==> config.mk <==
export PLATFORM = sky130hd
export DESIGN_NAME = spi_reg_master
export DESIGN_NICKNAME = d
export VERILOG_FILES = /design/src/rtl/spi_reg_master.sv
export SDC_FILE = /design/constraint.sdc
export NUM_CORES = 1
export LEC_CHECK = 0
export ABC_CLOCK_PERIOD_IN_PS = 5700
export CORE_MARGIN = 10
export CORE_UTILIZATION = 30
export CTS_BUF_LIST = sky130_fd_sc_hd__clkbuf_4 sky130_fd_sc_hd__clkbuf_8 sky130_fd_sc_hd__clkbuf_16
export DETAILED_ROUTE_END_ITERATION = 7
export SLEW_MARGIN = 20
export SYNTH_ARGS = -nofsm -noshare
export SYNTH_HDL_FRONTEND = slang
export SYNTH_SLANG_ARGS = --single-unit
export TNS_END_PERCENT = 30
==> constraint.sdc <==
create_clock -name clk -period 5.7 [get_ports clk]
set_clock_uncertainty 0.1 [all_clocks]
set_input_delay 0.57 -clock clk [delete_from_list [all_inputs] [get_ports clk]]
set_output_delay 0.57 -clock clk [all_outputs]
set_load 0.05 [all_outputs]
==> src/rtl/spi_reg_master.sv <==
// SPI master for the register-bank DAC slaves: takes one write or read-back
// command per handshake, shifts it out MSB first on sclk/cs/mosi, and pulses
// done once the frame and its trailing chip-select gap are complete.
module spi_reg_master #(
  parameter int CLK_DIV = 4,  // sclk half-period in clk cycles (1..255)
  parameter int GAP     = 2   // sclk periods with cs high after a frame / on flush (1..15)
) (
  input  logic       clk,
  input  logic       reset_n,
  input  logic       cmd_valid,
  output logic       cmd_ready,
  input  logic       cmd_wr,
  input  logic       cmd_slv,
  input  logic [2:0] cmd_reg,
  input  logic [7:0] cmd_data,
  output logic       sclk,
  output logic       cs,
  output logic       mosi,
  output logic       done
);

  typedef enum logic [2:0] {
    ST_FLUSH,
    ST_IDLE,
    ST_SETUP,
    ST_SHIFT,
    ST_GAP
  } state_t;

  localparam logic [7:0] DIV_LAST = 8'(CLK_DIV - 1);
  localparam logic [3:0] GAP_N    = 4'(GAP);
  localparam logic [3:0] GAP_LAST = 4'(GAP - 1);

  state_t      state_q, state_d;
  logic [7:0]  div_q, div_d;
  logic [3:0]  bit_q, bit_d;
  logic [3:0]  gap_q, gap_d;
  logic [13:0] shift_q, shift_d;
  logic        sclk_q, sclk_d;
  logic        cs_q, cs_d;
  logic        mosi_q, mosi_d;
  logic        ready_q, ready_d;
  logic        done_q, done_d;
  logic        tick;
  logic [13:0] word_c;

  // A phase (half sclk period) ends when the divider reaches zero.
  assign tick = (div_q == 8'd0);

  // Frame word left-aligned in 14 bits; reads carry slave/register only.
  // The trailing 0 is the dummy bit whose edge lets the slave update its DAC.
  assign word_c = cmd_wr ? {1'b1, cmd_slv, cmd_reg, cmd_data, 1'b0}
                         : {1'b0, cmd_slv, cmd_reg, 1'b0, 8'h00};

  // Next-state logic: phase sequencing for flush, setup, shift and gap.
  always_comb begin
    state_d = state_q;
    bit_d   = bit_q;
    gap_d   = gap_q;
    shift_d = shift_q;
    sclk_d  = sclk_q;
    cs_d    = cs_q;
    mosi_d  = mosi_q;
    ready_d = ready_q;
    done_d  = 1'b0;
    // Divider holds its reload value in IDLE so SETUP starts a full phase.
    if (state_q != ST_IDLE && !tick) div_d = div_q - 8'd1;
    else                             div_d = DIV_LAST;

    case (state_q)
      ST_FLUSH: begin
        if (tick) begin
          if (!sclk_q) begin
            sclk_d = 1'b1;
          end else begin
            sclk_d = 1'b0;
            if (gap_q == GAP_LAST) begin
              state_d = ST_IDLE;
              ready_d = 1'b1;
              gap_d   = 4'd0;
            end else begin
              gap_d = gap_q + 4'd1;
            end
          end
        end
      end
      ST_IDLE: begin
        if (cmd_valid && ready_q) begin
          state_d = ST_SETUP;
          ready_d = 1'b0;
          cs_d    = 1'b0;
          bit_d   = cmd_wr ? 4'd13 : 4'd5;
          mosi_d  = word_c[13];
          shift_d = {word_c[12:0], 1'b0};
        end
      end
      ST_SETUP: begin
        if (tick) begin
          sclk_d  = 1'b1;
          state_d = ST_SHIFT;
        end
      end
      ST_SHIFT: begin
        if (tick) begin
          if (!sclk_q) begin
            sclk_d = 1'b1;
          end else begin
            // mosi only moves on the falling edge, keeping it stable at each rise.
            sclk_d = 1'b0;
            if (bit_q == 4'd0) begin
              cs_d    = 1'b1;
              mosi_d  = 1'b0;
              gap_d   = 4'd0;
              state_d = ST_GAP;
            end else begin
              mosi_d  = shift_q[13];
              shift_d = {shift_q[12:0], 1'b0};
              bit_d   = bit_q - 4'd1;
            end
          end
        end
      end
      ST_GAP: begin
        // Low phase of the last bit, then GAP full periods with cs high.
        if (tick) begin
          if (!sclk_q) begin
            if (gap_q == GAP_N) begin
              state_d = ST_IDLE;
              done_d  = 1'b1;
              ready_d = 1'b1;
              gap_d   = 4'd0;
            end else begin
              sclk_d = 1'b1;
            end
          end else begin
            sclk_d = 1'b0;
            gap_d  = gap_q + 4'd1;
          end
        end
      end
      default: state_d = ST_FLUSH;
    endcase
  end

  // Control and bus registers; reset drops the bus to idle immediately.
  always_ff @(posedge clk or negedge reset_n) begin
    if (!reset_n) begin
      state_q <= ST_FLUSH;
      div_q   <= DIV_LAST;
      bit_q   <= 4'd0;
      gap_q   <= 4'd0;
      sclk_q  <= 1'b0;
      cs_q    <= 1'b1;
      mosi_q  <= 1'b0;
      ready_q <= 1'b0;
      done_q  <= 1'b0;
    end else begin
      state_q <= state_d;
      div_q   <= div_d;
      bit_q   <= bit_d;
      gap_q   <= gap_d;
      sclk_q  <= sclk_d;
      cs_q    <= cs_d;
      mosi_q  <= mosi_d;
      ready_q <= ready_d;
      done_q  <= done_d;
    end
  end

  // Shift data needs no reset: it is always loaded before it is used.
  always_ff @(posedge clk) begin
    shift_q <= shift_d;
  end

  assign sclk      = sclk_q;
  assign cs        = cs_q;
  assign mosi      = mosi_q;
  assign cmd_ready = ready_q;
  assign done      = done_q;

endmodule

==> flow_summary.toml <==
[grt]
grt_antenna_before_repair = 0
grt_pass1_wl_um = 7420
grtUsageTotal_pct = 8.72
grt_max_degree = 25
grt_pass1_vias = 1544
overflow = 0

[timing]
slew_viol_final = 0
fin_crit_sh_pct = 43.2
fmax_ghz = 0.406
setup_viol_count_final = 0
finalSetupTns_ns = 0
slew_headroom_pct = 48.4
min_period_ns = 2.46
worstMarginPinSlew_ns = 0.771
hold_viol = 0
rsz0062_at_grt = "no"

[logic_synthesis]
ys_warn_count = 0
syn_nets = 233
synth-seq-cells = 36
avgSynthCellArea_um2 = 9.73
syn-cell-area_mm2 = 0.00205
synth_edf_count = 12
synth_flop_cell = "dfrtp_1"
synth_top_area_share_pct = 25.6
synth.distinct_cells = 51
synth_cells = 211
yosysMostFrequentCell = "nand2_1"
yosysSeqAreaShare_pct = 47.0
yosys-top-cells-count = "nand2_1 (37), dfrtp_1 (21), nor2_1 (20)"
yosys.area.top_type = "dfrtp_1"
async_flop_share_pct = 66.7
yosys-top-cells-area = "dfrtp_1 (26%), edfxtp_1 (18%), nand2_1 (6.8%)"

[power_and_ir_drop]
peakVddDrop_v = 0.000314
p_leak_nw = 0.968
power_density_mw_per_mm2 = 476

[floorplan]
ioPinCount = 21
die_x_um = 103
rows = 30
start_util_pct = 30.6
die_y_um = 103
die_area_mm2 = 0.0106
core_area_mm2 = 0.00672

[cells_and_area]
fin_util_pct = 35.8
layout-drive-gt1-share_pct = 11.9
fillers = 676
nNetsFinal = 248
area_growth_pct = 17.2
diodes = 0

[critical_path]
slowest_stage = "clkdlybuf4s50_1"
critical-path-max-stage-delay_ns = 0.90
reg2reg_from = "div_q[5]"
critPathBufInv = 1
cp-start-kind = "flop"
crit_type = "reg2out"
r2r_end = "bit_q[1]"
arrival_ns = 1.79
crit_path_end_kind = "output port"
cp_max_fo = 13
rrSetupSlack_ns = 3.26
r2r.worst_path.cells = 4
critPathTopFamily = "buffers and inverters"
cp_cell_sequence = "clkdlybuf4s50_1"
required_ns = 5.03

[routing]
vias_per_cell = 5.05
routedWlPerCell_um = 14.1
detail_route.first_pass.iterations = 4
drtAntennaViolNets = 0
drc = 0
vias = 1551
routed_wirelength_um = 4340
drtIter0Drc = 143

[job]
max-cap-violations = 0

[placement]
place.port_buffers = 20
hpwl_um = 3090
gp_congestion = 0.834

[clock_network]
cts_resized = 0
post_cts_buffers = 0
cts_tree = "done"
htreeDepth = 2
clk_path_buf_depth = 2
clkTransAtPathRegs_ns = 0.08
cts.sinks = 36
cts_buffers = 5
clk_latency_ns = 0.29
cts-hold-fix-buffers = 0
cts_root_buf = "clkbuf_8"

[hold_path]
hold_path.class = "in2async"

[run_status]
status = "complete, no violations"
[area by class of cell]
class	instances	area, µm²	area share [%]
sequential	36	965	40.1
multi-input combinational	154	1000	41.6
inverter	9	33.8	1.40
timing repair buffer	20	195	8.11
tap	80	100	4.16
clock buffer	5	68.8	2.86
clock inverter	3	42.5	1.77
[report_power, final]
group	internal, mW	leakage [nW]	switching [mW]
clock network	0.129	0.0541	0.0946
logic	0.185	0.508	0.292
registers	0.354	0.406	0.0906
[logic make-up (layout without fill, tap and decap cells)]
kind of cell	count (synthesis)	after routing	synth area share [%]
buffers and inverters	21	37	4.27
AND/OR/NAND/NOR	98	98	24.8
flip-flops	36	36	47.0
multiplexers	5	5	2.50
adder cells (fa/ha/maj)	6	6	3.66
XOR/XNOR	5	5	2.13
AO/OA/AOI/OAI	40	40	15.7
[placed cells by master (no fill, tap or decap), types with 4 or more instances in the layout]
master	Yosys	final
mux2i_1	4	4
clkbuf_8	0	5
edfxtp_1	12	12
nand3_1	8	8
or3b_2	6	6
dfrtp_1	21	21
ha_1	6	6
a21oi_1	9	9
nor2_1	20	20
clkdlybuf4s50_1	0	19
nand2_1	37	37
nor4_1	6	6
and3_1	4	4
inv_1	9	9
[layer usage]
layer | track usage, % | wire [µm]
met5 | 0 | 0
met4 | 2.89 | 57
met3 | 2.35 | 123
met2 | 13.0 | 1980
met1 | 11.9 | 2190
[worst max-delay path by stage]
stage / cells after the start / start / end / slack, ns
floorplan: 4 / sclk / bit_q[1] / 3.40
global placement: 5 / cmd_valid / bit_q[1] / 3.07
detailed placement: 5 / cmd_valid / bit_q[1] / 3.06
CTS: 1 / sclk / sclk / 3.21
global route: 4 / div_q[2] / bit_q[1] / 3.11
finish: 1 / sclk / sclk / 3.24
[flip-flops by register name (all words and copies together), names as in the netlist]
name and flops:
done 1, div_q 8, mosi 1, gap_q 4, state_q 3, cs 1
cmd_ready 1, bit_q 4, sclk 1, shift_q 12
[per-stage QoR]
| stage | power, mW | instance area, µm² | instances | worst slack [ns] | hold WS, ns |
|---|---|---|---|---|---|
| finish | 1.15 | 2410 | 307 | 3.24 | 0.160 |
| global route | 1.24 | 2410 | 307 | 3.11 | 0.180 |
| CTS | 1.16 | 2410 | 307 | 3.21 | 0.369 |
| floorplan | 0.816 | 2050 | 211 | 3.40 | 0.174 |
| global placement | 0.925 | 2300 | 299 | 3.07 | 0.350 |
| detailed placement | 0.928 | 2300 | 299 | 3.06 | 0.354 |
No activity file was read; power rests on OpenSTA's default activity.
